**config.mk**
```make
export PLATFORM = sky130hd
export DESIGN_NAME = adc_capture
export DESIGN_NICKNAME = d
export VERILOG_FILES = /design/src/rtl/adc_capture.sv
export SDC_FILE = /design/constraint.sdc
export NUM_CORES = 1
export LEC_CHECK = 0
export ABC_AREA = 0
export BUFFER_PORTS_ARGS = -buffer_cell sky130_fd_sc_hd__buf_2
export CAP_MARGIN = 30
export CORE_UTILIZATION = 52
export DETAILED_ROUTE_END_ITERATION = 12
export PLACE_DENSITY = 0.71
export SYNTH_ARGS = -nofsm -noshare
export SYNTH_HDL_FRONTEND = slang
export SYNTH_SLANG_ARGS = --single-unit
export TNS_END_PERCENT = 5
```
**constraint.sdc**
```tcl
create_clock -name CLK -period 2.5 [get_ports CLK]
set_clock_uncertainty 0.05 [all_clocks]
set_input_delay 0.125 -clock CLK [delete_from_list [all_inputs] [get_ports CLK]]
set_output_delay 0.125 -clock CLK [all_outputs]
set_load 0.03 [all_outputs]
```
**src/rtl/adc_capture.sv**
```systemverilog
`timescale 1ns/1ps
// adc_capture: conversion controller for a dual-channel SAR ADC.
// Fires CNVST, waits out BUSY, then clocks both serial channels in parallel
// and presents the two results with a one-cycle valid strobe.
// Optional BUSY-wait timeout enabled by defining ADC_TIMEOUT_EN.
module adc_capture #(
  parameter int unsigned DATA_W   = 12,
  parameter int unsigned CNV_LOW  = 3,
  parameter int unsigned SCLK_DIV = 4,
  parameter int unsigned CS_SETUP = 2,
  parameter int unsigned BUSY_TMO = 255
) (
  input  logic              CLK,
  input  logic              RST_N,
  input  logic              start,
  output logic              ready,
  output logic              CNVST_ADC,
  input  logic              BUSY_ADC,
  output logic              CS_ADC,
  output logic              SCLK_ADC,
  input  logic              DOUTA_ADC,
  input  logic              DOUTB_ADC,
  output logic [DATA_W-1:0] data_a,
  output logic [DATA_W-1:0] data_b,
  output logic              valid,
  output logic              busy_err
);

  localparam int unsigned CNT_MAX_A = (CNV_LOW > CS_SETUP) ? CNV_LOW : CS_SETUP;
  localparam int unsigned CNT_MAX   = (CNT_MAX_A > SCLK_DIV) ? CNT_MAX_A : SCLK_DIV;
  localparam int unsigned CNT_W     = (CNT_MAX > 1) ? $clog2(CNT_MAX) : 1;
  localparam int unsigned BIT_W     = $clog2(DATA_W + 1);

  typedef enum logic [2:0] {
    S_IDLE,
    S_CONV,
    S_WAIT_HI,
    S_WAIT_LO,
    S_SETUP,
    S_SHIFT,
    S_DONE
  } state_t;

  state_t              r_state;
  logic                r_ready;
  logic                r_cnvst;
  logic                r_cs;
  logic                r_sclk;
  logic                r_valid;
  logic [DATA_W-1:0]   r_data_a;
  logic [DATA_W-1:0]   r_data_b;
  logic [DATA_W-1:0]   r_sr_a;
  logic [DATA_W-1:0]   r_sr_b;
  logic [CNT_W-1:0]    r_cnt;
  logic [BIT_W-1:0]    r_bit_cnt;
  logic                r_busy_m;
  logic                r_busy_s;
  logic                w_busy_s;

`ifdef ADC_TIMEOUT_EN
  localparam int unsigned TMO_W = $clog2(BUSY_TMO + 1);
  logic [TMO_W-1:0]    r_tmo;
  logic                r_busy_err;
  assign busy_err = r_busy_err;
`else
  logic                w_unused_tmo;
  assign w_unused_tmo = |BUSY_TMO;
  assign busy_err     = 1'b0;
`endif

  assign w_busy_s  = r_busy_s;
  assign ready     = r_ready;
  assign CNVST_ADC = r_cnvst;
  assign CS_ADC    = r_cs;
  assign SCLK_ADC  = r_sclk;
  assign valid     = r_valid;
  assign data_a    = r_data_a;
  assign data_b    = r_data_b;

  // Two-flop synchroniser for the asynchronous BUSY pin.
  always_ff @(posedge CLK or negedge RST_N) begin
    if (!RST_N) begin
      r_busy_m <= 1'b0;
      r_busy_s <= 1'b0;
    end else begin
      r_busy_m <= BUSY_ADC;
      r_busy_s <= r_busy_m;
    end
  end

  // Capture sequencer: conversion strobe, BUSY handshake, serial readout.
  always_ff @(posedge CLK or negedge RST_N) begin
    if (!RST_N) begin
      r_state    <= S_IDLE;
      r_ready    <= 1'b1;
      r_cnvst    <= 1'b1;
      r_cs       <= 1'b1;
      r_sclk     <= 1'b1;
      r_valid    <= 1'b0;
      r_data_a   <= '0;
      r_data_b   <= '0;
      r_sr_a     <= '0;
      r_sr_b     <= '0;
      r_cnt      <= '0;
      r_bit_cnt  <= '0;
`ifdef ADC_TIMEOUT_EN
      r_tmo      <= '0;
      r_busy_err <= 1'b0;
`endif
    end else begin
      r_valid <= 1'b0;
      case (r_state)
        S_IDLE: begin
          if (start) begin
            r_state   <= S_CONV;
            r_ready   <= 1'b0;
            r_cnvst   <= 1'b0;
            r_cnt     <= CNT_W'(CNV_LOW - 1);
            r_bit_cnt <= '0;
`ifdef ADC_TIMEOUT_EN
            r_busy_err <= 1'b0;
`endif
          end
        end

        S_CONV: begin
          if (r_cnt == '0) begin
            r_cnvst <= 1'b1;
            r_state <= S_WAIT_HI;
`ifdef ADC_TIMEOUT_EN
            r_tmo   <= TMO_W'(BUSY_TMO);
`endif
          end else begin
            r_cnt <= r_cnt - CNT_W'(1);
          end
        end

        S_WAIT_HI: begin
          if (w_busy_s) begin
            r_state <= S_WAIT_LO;
`ifdef ADC_TIMEOUT_EN
            r_tmo   <= TMO_W'(BUSY_TMO);
`endif
          end
`ifdef ADC_TIMEOUT_EN
          else if (r_tmo == '0) begin
            r_busy_err <= 1'b1;
            r_state    <= S_IDLE;
            r_ready    <= 1'b1;
            r_cs       <= 1'b1;
            r_sclk     <= 1'b1;
          end else begin
            r_tmo <= r_tmo - TMO_W'(1);
          end
`endif
        end

        S_WAIT_LO: begin
          if (!w_busy_s) begin
            r_state <= S_SETUP;
            r_cs    <= 1'b0;
            r_cnt   <= CNT_W'(CS_SETUP - 1);
          end
`ifdef ADC_TIMEOUT_EN
          else if (r_tmo == '0) begin
            r_busy_err <= 1'b1;
            r_state    <= S_IDLE;
            r_ready    <= 1'b1;
            r_cs       <= 1'b1;
            r_sclk     <= 1'b1;
          end else begin
            r_tmo <= r_tmo - TMO_W'(1);
          end
`endif
        end

        // The exit edge of SETUP is the first SCLK falling edge.
        S_SETUP: begin
          if (r_cnt == '0) begin
            r_state   <= S_SHIFT;
            r_sclk    <= 1'b0;
            r_sr_a    <= {r_sr_a[DATA_W-2:0], DOUTA_ADC};
            r_sr_b    <= {r_sr_b[DATA_W-2:0], DOUTB_ADC};
            r_bit_cnt <= BIT_W'(1);
            r_cnt     <= CNT_W'(SCLK_DIV - 1);
          end else begin
            r_cnt <= r_cnt - CNT_W'(1);
          end
        end

        // Sample on every falling edge; the final rising edge closes the frame.
        S_SHIFT: begin
          if (r_cnt == '0) begin
            r_cnt <= CNT_W'(SCLK_DIV - 1);
            if (r_sclk) begin
              r_sclk    <= 1'b0;
              r_sr_a    <= {r_sr_a[DATA_W-2:0], DOUTA_ADC};
              r_sr_b    <= {r_sr_b[DATA_W-2:0], DOUTB_ADC};
              r_bit_cnt <= r_bit_cnt + BIT_W'(1);
            end else if (r_bit_cnt == BIT_W'(DATA_W)) begin
              r_sclk   <= 1'b1;
              r_cs     <= 1'b1;
              r_data_a <= r_sr_a;
              r_data_b <= r_sr_b;
              r_valid  <= 1'b1;
              r_state  <= S_DONE;
            end else begin
              r_sclk <= 1'b1;
            end
          end else begin
            r_cnt <= r_cnt - CNT_W'(1);
          end
        end

        S_DONE: begin
          r_state <= S_IDLE;
          r_ready <= 1'b1;
        end

        default: begin
          r_state <= S_IDLE;
          r_ready <= 1'b1;
          r_cnvst <= 1'b1;
          r_cs    <= 1'b1;
          r_sclk  <= 1'b1;
        end
      endcase
    end
  end

endmodule
```
== After elaboration in Yosys (flattened, before gate mapping) ==
Index checks and enable logic that the tools add are counted.
Widths: inputs -> output; s select.

* Logic and storage cells: 101
* Register bits: 64
* Memories: 0
* Bits in latches: 0
* Memory bits (writable): 0
* Input port bits: 6
* ROM bits: 0

* Bitwise logic cells: 5
* Divide/modulo/power cells: 0
* Shifts and indexed selects: 0
* Reductions and logical operators: 19
* Multiplexer cells: 44
* Multiply operators: 0
* Order comparisons: 0
* Add/subtract/negate cells: 2
* Eq/ne operators: 17

{| class="wikitable"
|+ Operators with widths
! cell !! count
|-
| $mux 12 || 6
|-
| $pmux 12 s2 || 2
|-
| $mux 3 || 8
|-
| $ne 2x2->1 const B || 10
|-
| $reduce_or 5->1 || 4
|-
| $pmux 3 s6 || 1
|-
| $mux 4 || 4
|-
| $mux 1 || 13
|-
| $pmux 4 s3 || 1
|-
| $reduce_and 4->1 || 3
|-
| $reduce_and 5->1 || 2
|-
| $eq 3x3->1 const B || 3
|-
| $pmux 1 s3 || 3
|-
| $mux 2 || 4
|-
| $pmux 2 s4 || 1
|-
| $reduce_and 8->1 || 1
|-
| $eq 3x2->1 const B || 2
|-
| $reduce_and 3->1 || 2
|-
| $not 1->1 || 5
|-
| $add 4x1->4 const B || 1
|-
| $eq 4x4->1 const B || 1
|-
| $reduce_bool 4->1 || 1
|-
| $eq 3x1->1 const B || 1
|-
| $logic_not 3->1 || 1
|-
| other kinds (7) || 7
|}

== Longest topological paths before layout ==
Gate-level depths: netlist of run 1.

* Depth after elaboration: 5
* Gate-level depth with buffers: 7

== Least setup slack after synthesis of run 1 ==
OpenSTA, ideal clock, no wires.

* Path type: reg2reg
* Start point: register r_bit_cnt[0]
* End point: register r_data_a[0], in the netlist data_a[0]
* Required time: 2.325 ns
* Setup slack: 0.714 ns
* Library setup time: 0.125 ns
* Data arrival time: 1.611 ns
* Stages on the path, launching flop included: 8
* Period minus slack after synthesis: 1.786 ns
* Path through: dfrtp_1 -> inv_1 -> ha_1 -> nand4_1 -> or2_1 -> nor2_4 -> buf_6 -> mux2_2

* Cells in the longest elaborated chain, start to end: 2

{| class="wikitable"
|+ RTL lines
! what !! line !! text
|-
| start: declaration || 55 || <nowiki>logic [BIT_W-1:0] r_bit_cnt;</nowiki>
|-
| start signal: assignment || 199 || <nowiki>r_bit_cnt <= r_bit_cnt + BIT_W'(1);</nowiki>
|-
| $eq 4x4->1 || 200 || <nowiki>end else if (r_bit_cnt == BIT_W'(DATA_W)) begin</nowiki>
|-
| $reduce_and 4->1 (no source line) || - ||
|-
| end signal: assignment || 203 || <nowiki>r_data_a <= r_sr_a;</nowiki>
|-
| end: declaration || 50 || <nowiki>logic [DATA_W-1:0] r_data_a;</nowiki>
|}

Every way passes these cells.
A chain may end at the register's enable or synchronous reset.

== Worst setup path in the final report of run 1 ==
* Start point: register r_cnt[0]
* End point: register r_data_b[8], in the netlist data_b[8]

* Cells in the longest elaborated chain, start to end: 2

{| class="wikitable"
|+ RTL lines
! what !! line !! text
|-
| start: declaration || 54 || <nowiki>logic [CNT_W-1:0] r_cnt;</nowiki>
|-
| start signal: assignment || 118 || <nowiki>r_cnt <= CNT_W'(CNV_LOW - 1);</nowiki>
|-
| start signal: assignment || 134 || <nowiki>r_cnt <= r_cnt - CNT_W'(1);</nowiki>
|-
| start signal: assignment || 162 || <nowiki>r_cnt <= CNT_W'(CS_SETUP - 1);</nowiki>
|-
| $logic_not 2->1 || 193 || <nowiki>if (r_cnt == '0) begin</nowiki>
|-
| $reduce_and 4->1 (no source line) || - ||
|-
| end signal: assignment || 204 || <nowiki>r_data_b <= r_sr_b;</nowiki>
|-
| end: declaration || 51 || <nowiki>logic [DATA_W-1:0] r_data_b;</nowiki>
|}

Every way passes these cells.

==> impl_metrics.py, run 1 <==
metrics = {
    "run_status": {
        "status": "completed",
    },
    "logic_synthesis": {
        "yosysUniqueCellTypes": 36,
        "synth-seq-cells": 64,
        "yosysTopAreaCellShare": 0.552,
        "synth_area_per_cell_um2": 13.7,
        "synth_nets": 208,
        "synth_top_area_cell": "dfrtp_1",
        "syn_area_um2": 2720,
        "syn_inst": 199,
        "ys_seq_area_frac": 0.591,
        "ys.warnings.count": 0,
        "synth_area_leaders": "dfrtp_1, mux2_2, mux2_1, dfstp_2, buf_6",
    },
    "grt": {
        "grt-ovfl-total": 0,
        "grt_start_max_net_pins": 36,
        "grt_pass1_wl_um": 7740,
        "grtUsageTotal": 0.195,
        "antenna_found_initial": 0,
        "grt_pass1_vias": 1596,
    },
    "route": {
        "routedWlPerCell_um": 14.8,
        "vias": 1621,
        "ant_nets": 0,
        "drt_pass1_iterations": 4,
        "totalWireLength_um": 4620,
        "drc": 0,
        "drtIter0Drc": 61,
        "vias_per_cell": 5.18,
    },
    "floorplan": {
        "core_area_um2": 4880,
        "start_util": 0.557,
        "io_pins": 36,
        "num_rows": 25,
        "dieArea_um2": 5520,
        "die_h_um": 74.3,
        "die_w_um": 74.3,
    },
    "sta": {
        "finalCritPeriodShare": 0.861,
        "fmax_mhz": 465,
        "finalSetupViolCount": 0,
        "rsz0062_at_grt": "no",
        "final-max-slew-violation-count": 0,
        "slew_headroom": 0.475,
        "finalSetupTns_ns": 0,
        "hold_violations": 0,
        "period_minus_slack_ns": 2.15,
        "worst_pin_slew_ns": 0.788,
    },
    "worst_setup_path": {
        "cp-end-kind": "register",
        "arrival_ns": 2.32,
        "required_ns": 2.67,
        "cp-start-kind": "register",
        "critPathMaxFanout": 25,
        "reg2reg_slack_ns": 0.35,
        "crit_type": "reg2reg",
    },
    "clocking": {
        "clock-sinks": 64,
        "cts_buffers": 9,
        "clock_path_buffers": 2,
        "clk_latency_ns": 0.34,
        "htreeDepth": 3,
        "cts_tree": "yes",
        "cts-root-buf": "clkbuf_8",
        "clkTransAtPathRegs_ns": 0.07,
        "post_cts_resized": 0,
    },
    "cells_and_area": {
        "final_util": 0.654,
        "diodes": 0,
        "fillers": 397,
        "final_common_cell": "dfrtp_1",
        "nNetsFinal": 250,
        "drive_gt1_frac": 0.407,
        "most-common-layout-cells": "dfrtp_1, mux2_2, buf_2",
        "area_growth_pct": 17.4,
    },
    "flow_run": {
        "max_cap_violations": 0,
    },
    "power": {
        "p_leak_nw": 1.64,
        "p_per_area_nw_per_um2": 902,
        "ir_worst_vdd_mv": 0.503,
    },
    "placed_design": {
        "portBuffers": 34,
        "place_congestion": 0.790,
        "dp_hpwl_um": 2840,
    },
    "hold_path": {
        "hold_path_class": "in2reg",
    },
}
worst paths after layout:
| path | cells after the start | to | startpoint |
|---|---|---|---|
| hold / removal | 4 | CNVST_ADC$_DFFE_PN1P_ | start |
| hold reg to reg | 0 | r_busy_s$_DFF_PN0_ | r_busy_m$_DFF_PN0_ |
| setup / recovery | 7 | data_b[8]$_DFFE_PN0P_ | r_cnt[0]$_DFFE_PN0P_ |
| max in group asynchronous | 3 | r_sr_b[1]$_DFFE_PN0P_ | RST_N |
| min in group asynchronous | 2 | r_sr_a[2]$_DFFE_PN0P_ | RST_N |
| setup reg to reg | 7 | data_b[8]$_DFFE_PN0P_ | r_cnt[0]$_DFFE_PN0P_ |
timing repair:
item | CTS | global route
endpoints found under the hold margin | 33 | 0
hold buffers | 4 | 0
buffers inserted | 0 | 0
cells in the mapped netlist:
library cell  instances
nor2b_1               2
nand3_1               3
nand3b_4              1
or2_1                 1
nor2_1                9
nand2_2               1
nand4b_1              1
buf_6                 5
dfrtp_1              60
a21oi_1              10
inv_1                 6
conb_1                1
a211oi_1              3
a2bb2oi_2             1
buf_2                 4
mux2_2               37
o21bai_1              1
a21o_1                1
ha_1                  3
nor3b_4               1
o211ai_1              1
clkbuf_1              1
buf_4                 1
a31o_2                1
nand2_1               4
nand3b_1              1
o31ai_1               2
nor2_4                1
dfstp_2               4
o32ai_1               1
inv_2                 1
mux2_1               13
o21ai_0              10
nand4_1               1
nand2b_1              5
o41ai_1               1
kinds of logic after synthesis:
| logic type | Yosys count | synth area share |
|---|---|---|
| AND/OR/NAND/NOR | 31 | 0.0709 |
| other | 1 | 0.00138 |
| multiplexers | 50 | 0.207 |
| buffers and inverters | 18 | 0.0419 |
| flip-flops | 64 | 0.591 |
| AO/OA/AOI/OAI | 32 | 0.0741 |
| adder cells (fa/ha/maj) | 3 | 0.0138 |
state kept, by name, indices dropped and copies added (netlist names):
name,cells
CNVST_ADC,1
CS_ADC,1
SCLK_ADC,1
data_a,12
data_b,12
r_bit_cnt,4
r_busy_m,1
r_busy_s,1
r_cnt,2
r_sr_a,12
r_sr_b,12
r_state,3
ready,1
valid,1
per-layer routing:
metal / track usage / up-vias / part of all wire
met1: 0.252 / 801 / 0.47
met4: 0.107 / 0 / 0.021
met5: 0 / - / 0
met3: 0.0528 / 9 / 0.038
met2: 0.299 / 29 / 0.47
li1: - / 782 / -
per-stage QoR:
stage	hold slack (ns)	setup slack [ns]	power [mW]	cells	area [um2]
after floorplan	-0.221	0.714	1.81	199	2720
after global placement	0.183	0.482	1.92	293	2940
after detailed placement	0.186	0.389	1.94	293	2940
after CTS	0.105	0.371	2.90	313	3190
after global routing	0.138	0.213	3.03	313	3190
final	0.111	0.348	2.88	313	3190
worst max-delay path, stage by stage (launching register included):
cell	delay [ns]
dfrtp_1	0.39
inv_1	0.08
ha_1	0.36
nand4_1	0.18
or2_1	0.30
nor2_4	0.12
buf_12	0.18
mux2_2	0.36
power by group:
part / switching, mW / internal [mW] / total (mW)
sequential: 0.137 / 1.16 / 1.30
combinational: 0.353 / 0.274 / 0.627
clock: 0.395 / 0.562 / 0.957
layout make-up:
| type | count | area, um2 | share of cell area |
|---|---|---|---|
| repair buffers | 42 | 265 | 0.0831 |
| clock inverters | 5 | 81.3 | 0.0255 |
| clock buffers | 11 | 131 | 0.0411 |
| well taps | 67 | 83.8 | 0.0263 |
| multi-input cells | 117 | 998 | 0.313 |
| flip-flops and latches | 64 | 1610 | 0.503 |
| inverters | 7 | 26.3 | 0.00823 |
(Power assumes the default switching activity.)
==> run 2: changes to the inputs <==
--- a/config.mk
+++ b/config.mk
@@ -8,6 +8,8 @@
 export ABC_AREA = 0
 export BUFFER_PORTS_ARGS = -buffer_cell sky130_fd_sc_hd__buf_2
 export CAP_MARGIN = 30
+export CORE_ASPECT_RATIO = 1.1
+export CORE_MARGIN = 2
 export CORE_UTILIZATION = 52
 export DETAILED_ROUTE_END_ITERATION = 12
 export PLACE_DENSITY = 0.71
==> run 2 against run 1 <==
  * Via count rose by 1.6%
  * Sequential power barely moved
  * Utilization is 1.9 points lower
  * Clock-buffer cell count increased by 2
  * Global-route usage is 1.4 points lower
  * Final area rose by 0.16%
  * Clock power grew 2%
  * Combinational power grew 5.6%
  * Wire length fell by 2.9%
  * Fmax is 11% higher
==> impl_metrics.py, run 2 (synthesized netlist as in run 1, its figures left out) <==
metrics = {
    "sta": {
        "fin_ws_ns": 0.555,
        "finalCritPeriodShare": 0.778,
        "final-max-slew-violation-count": 0,
        "hold_violations": 0,
        "rsz0062_at_grt": "no",
        "finalSetupViolCount": 0,
        "period_minus_slack_ns": 1.95,
        "fmax_mhz": 514,
        "finalSetupTns_ns": 0,
    },
    "grt": {
        "met2_usage": 0.260,
        "use_met3": 0.0644,
        "grt_pass1_vias": 1590,
        "grt_pass1_wl_um": 7910,
        "grt-ovfl-total": 0,
        "grt_use_met1": 0.255,
        "antenna_found_initial": 0,
        "grt_start_max_net_pins": 40,
        "grt-busiest-layer": "met2",
        "grtUsageTotal": 0.181,
    },
    "route": {
        "totalWireLength_um": 4490,
        "drc": 0,
        "vias_per_cell": 5.35,
        "ant_nets": 0,
        "routedWlPerCell_um": 14.6,
        "drtIter0Drc": 125,
        "drt_pass1_iterations": 4,
        "vias": 1647,
    },
    "placed_design": {
        "dp_hpwl_um": 2970,
        "place_congestion": 0.771,
        "preCtsSetupSlack_ns": 0.576,
        "portBuffers": 34,
        "dp_cells": 288,
    },
    "worst_setup_path": {
        "r2r-end": "data_b[10]$_DFFE_PN0P_",
        "arrival_ns": 2.10,
        "reg2regPathDepth": 7,
        "r2r_start": "r_cnt[0]$_DFFE_PN0P_",
        "cpMaxStageDelayCell": "dfrtp_1",
        "critPathTopFamily": "simple AND/OR/NAND/NOR gates",
        "cp-end-kind": "register",
        "reg2reg_slack_ns": 0.55,
        "required_ns": 2.66,
        "critPathBufInv": 2,
        "crit_type": "reg2reg",
        "cp-start-kind": "register",
        "critPathMaxFanout": 15,
        "cp_cell_sequence": "inv_1 > ha_1 > nand4_1 > or2_1 > nor2_4 > buf_4 > mux2_2",
        "max_stage_delay_ns": 0.38,
    },
    "cells_and_area": {
        "final_util": 0.635,
        "most-common-layout-cells": "dfrtp_1, mux2_2, buf_2",
        "area_growth_pct": 17.6,
        "drive_gt1_frac": 0.416,
        "fin_cells": 308,
        "nNetsFinal": 254,
        "diodes": 0,
        "final_common_cell": "dfrtp_1",
    },
    "floorplan": {
        "num_rows": 27,
        "core_area_um2": 5030,
        "die_h_um": 79.8,
        "dieArea_um2": 5820,
        "start_util": 0.540,
        "die_w_um": 72.9,
        "io_pins": 36,
    },
    "clocking": {
        "clk_latency_ns": 0.32,
        "clock-sinks": 64,
        "htreeDepth": 3,
        "cts_tree": "yes",
        "post_cts_resized": 0,
        "cts_buffers": 9,
        "cts-root-buf": "clkbuf_8",
        "cts_setup_buffers": 0,
        "clkTransAtPathRegs_ns": 0.06,
        "clock_path_buffers": 2,
    },
    "hold_path": {
        "hold_path_class": "in2reg",
        "holdCritStartpoint": "start",
        "whs_path_depth": 4,
        "hold_end": "CNVST_ADC$_DFFE_PN1P_",
    },
    "power": {
        "p_total_mw": 2.92,
        "p_leak_nw": 1.67,
        "ir_worst_vdd_mv": 0.608,
        "p_per_area_nw_per_um2": 913,
    },
    "run_status": {
        "status": "completed",
    },
    "flow_run": {
        "max_cap_violations": 0,
    },
}
run 2: area by class of cell:
type | count | area, um2
Multi-Input combinational cell | 117 | 998
Sequential cell | 64 | 1610
Clock buffer | 13 | 159
Fill cell | 389 | 1840
Inverter | 7 | 26.3
Clock inverter | 3 | 65.1
Tap cell | 58 | 72.6
Timing Repair Buffer | 46 | 270
run 2: per-layer routing:
metal / part of all wire / wire length, um
met4: 0.010 / 47
met3: 0.049 / 219
met2: 0.46 / 2080
met5: 0 / 0
met1: 0.48 / 2140
run 2: how the worst max path moves through the flow:
stage | end | cells past startpoint | from
floorplan | data_a[0]$_DFFE_PN0P_ | 7 | r_bit_cnt[0]$_DFFE_PN0P_
global placement | data_b[0]$_DFFE_PN0P_ | 7 | r_cnt[0]$_DFFE_PN0P_
detailed placement | data_b[10]$_DFFE_PN0P_ | 7 | r_cnt[0]$_DFFE_PN0P_
CTS | data_b[10]$_DFFE_PN0P_ | 7 | r_cnt[0]$_DFFE_PN0P_
global route | data_b[1]$_DFFE_PN0P_ | 7 | r_cnt[0]$_DFFE_PN0P_
finish | data_b[10]$_DFFE_PN0P_ | 7 | r_cnt[0]$_DFFE_PN0P_
run 2: power by group:
part           switching [mW]  internal, mW  total [mW]
clock network           0.359         0.615       0.975
logic                   0.374         0.288       0.662
registers               0.123          1.16        1.28
run 2: timing repair:
| action | in CTS | in global routing |
|---|---|---|
| hold buffers | 4 | 0 |
| endpoints found under the setup margin | 0 | 0 |
| hold endpoints to repair | 63 | 0 |
run 2: worst min-delay path: cells and delay by family:
family	cells	cell delay [ns]
buffers and inverters	1	0.10
AOI/OAI and AO/OA	1	0.14
and+or+nand+nor	2	0.12
run 2: per-stage QoR:
stage	hold WS (ns)	cell area (um2)
after global routing	0.137	3200
after CTS	0.104	3200
after detailed placement	0.0997	2930
after global placement	0.0987	2930
final	0.115	3200
after floorplan	-0.221	2720
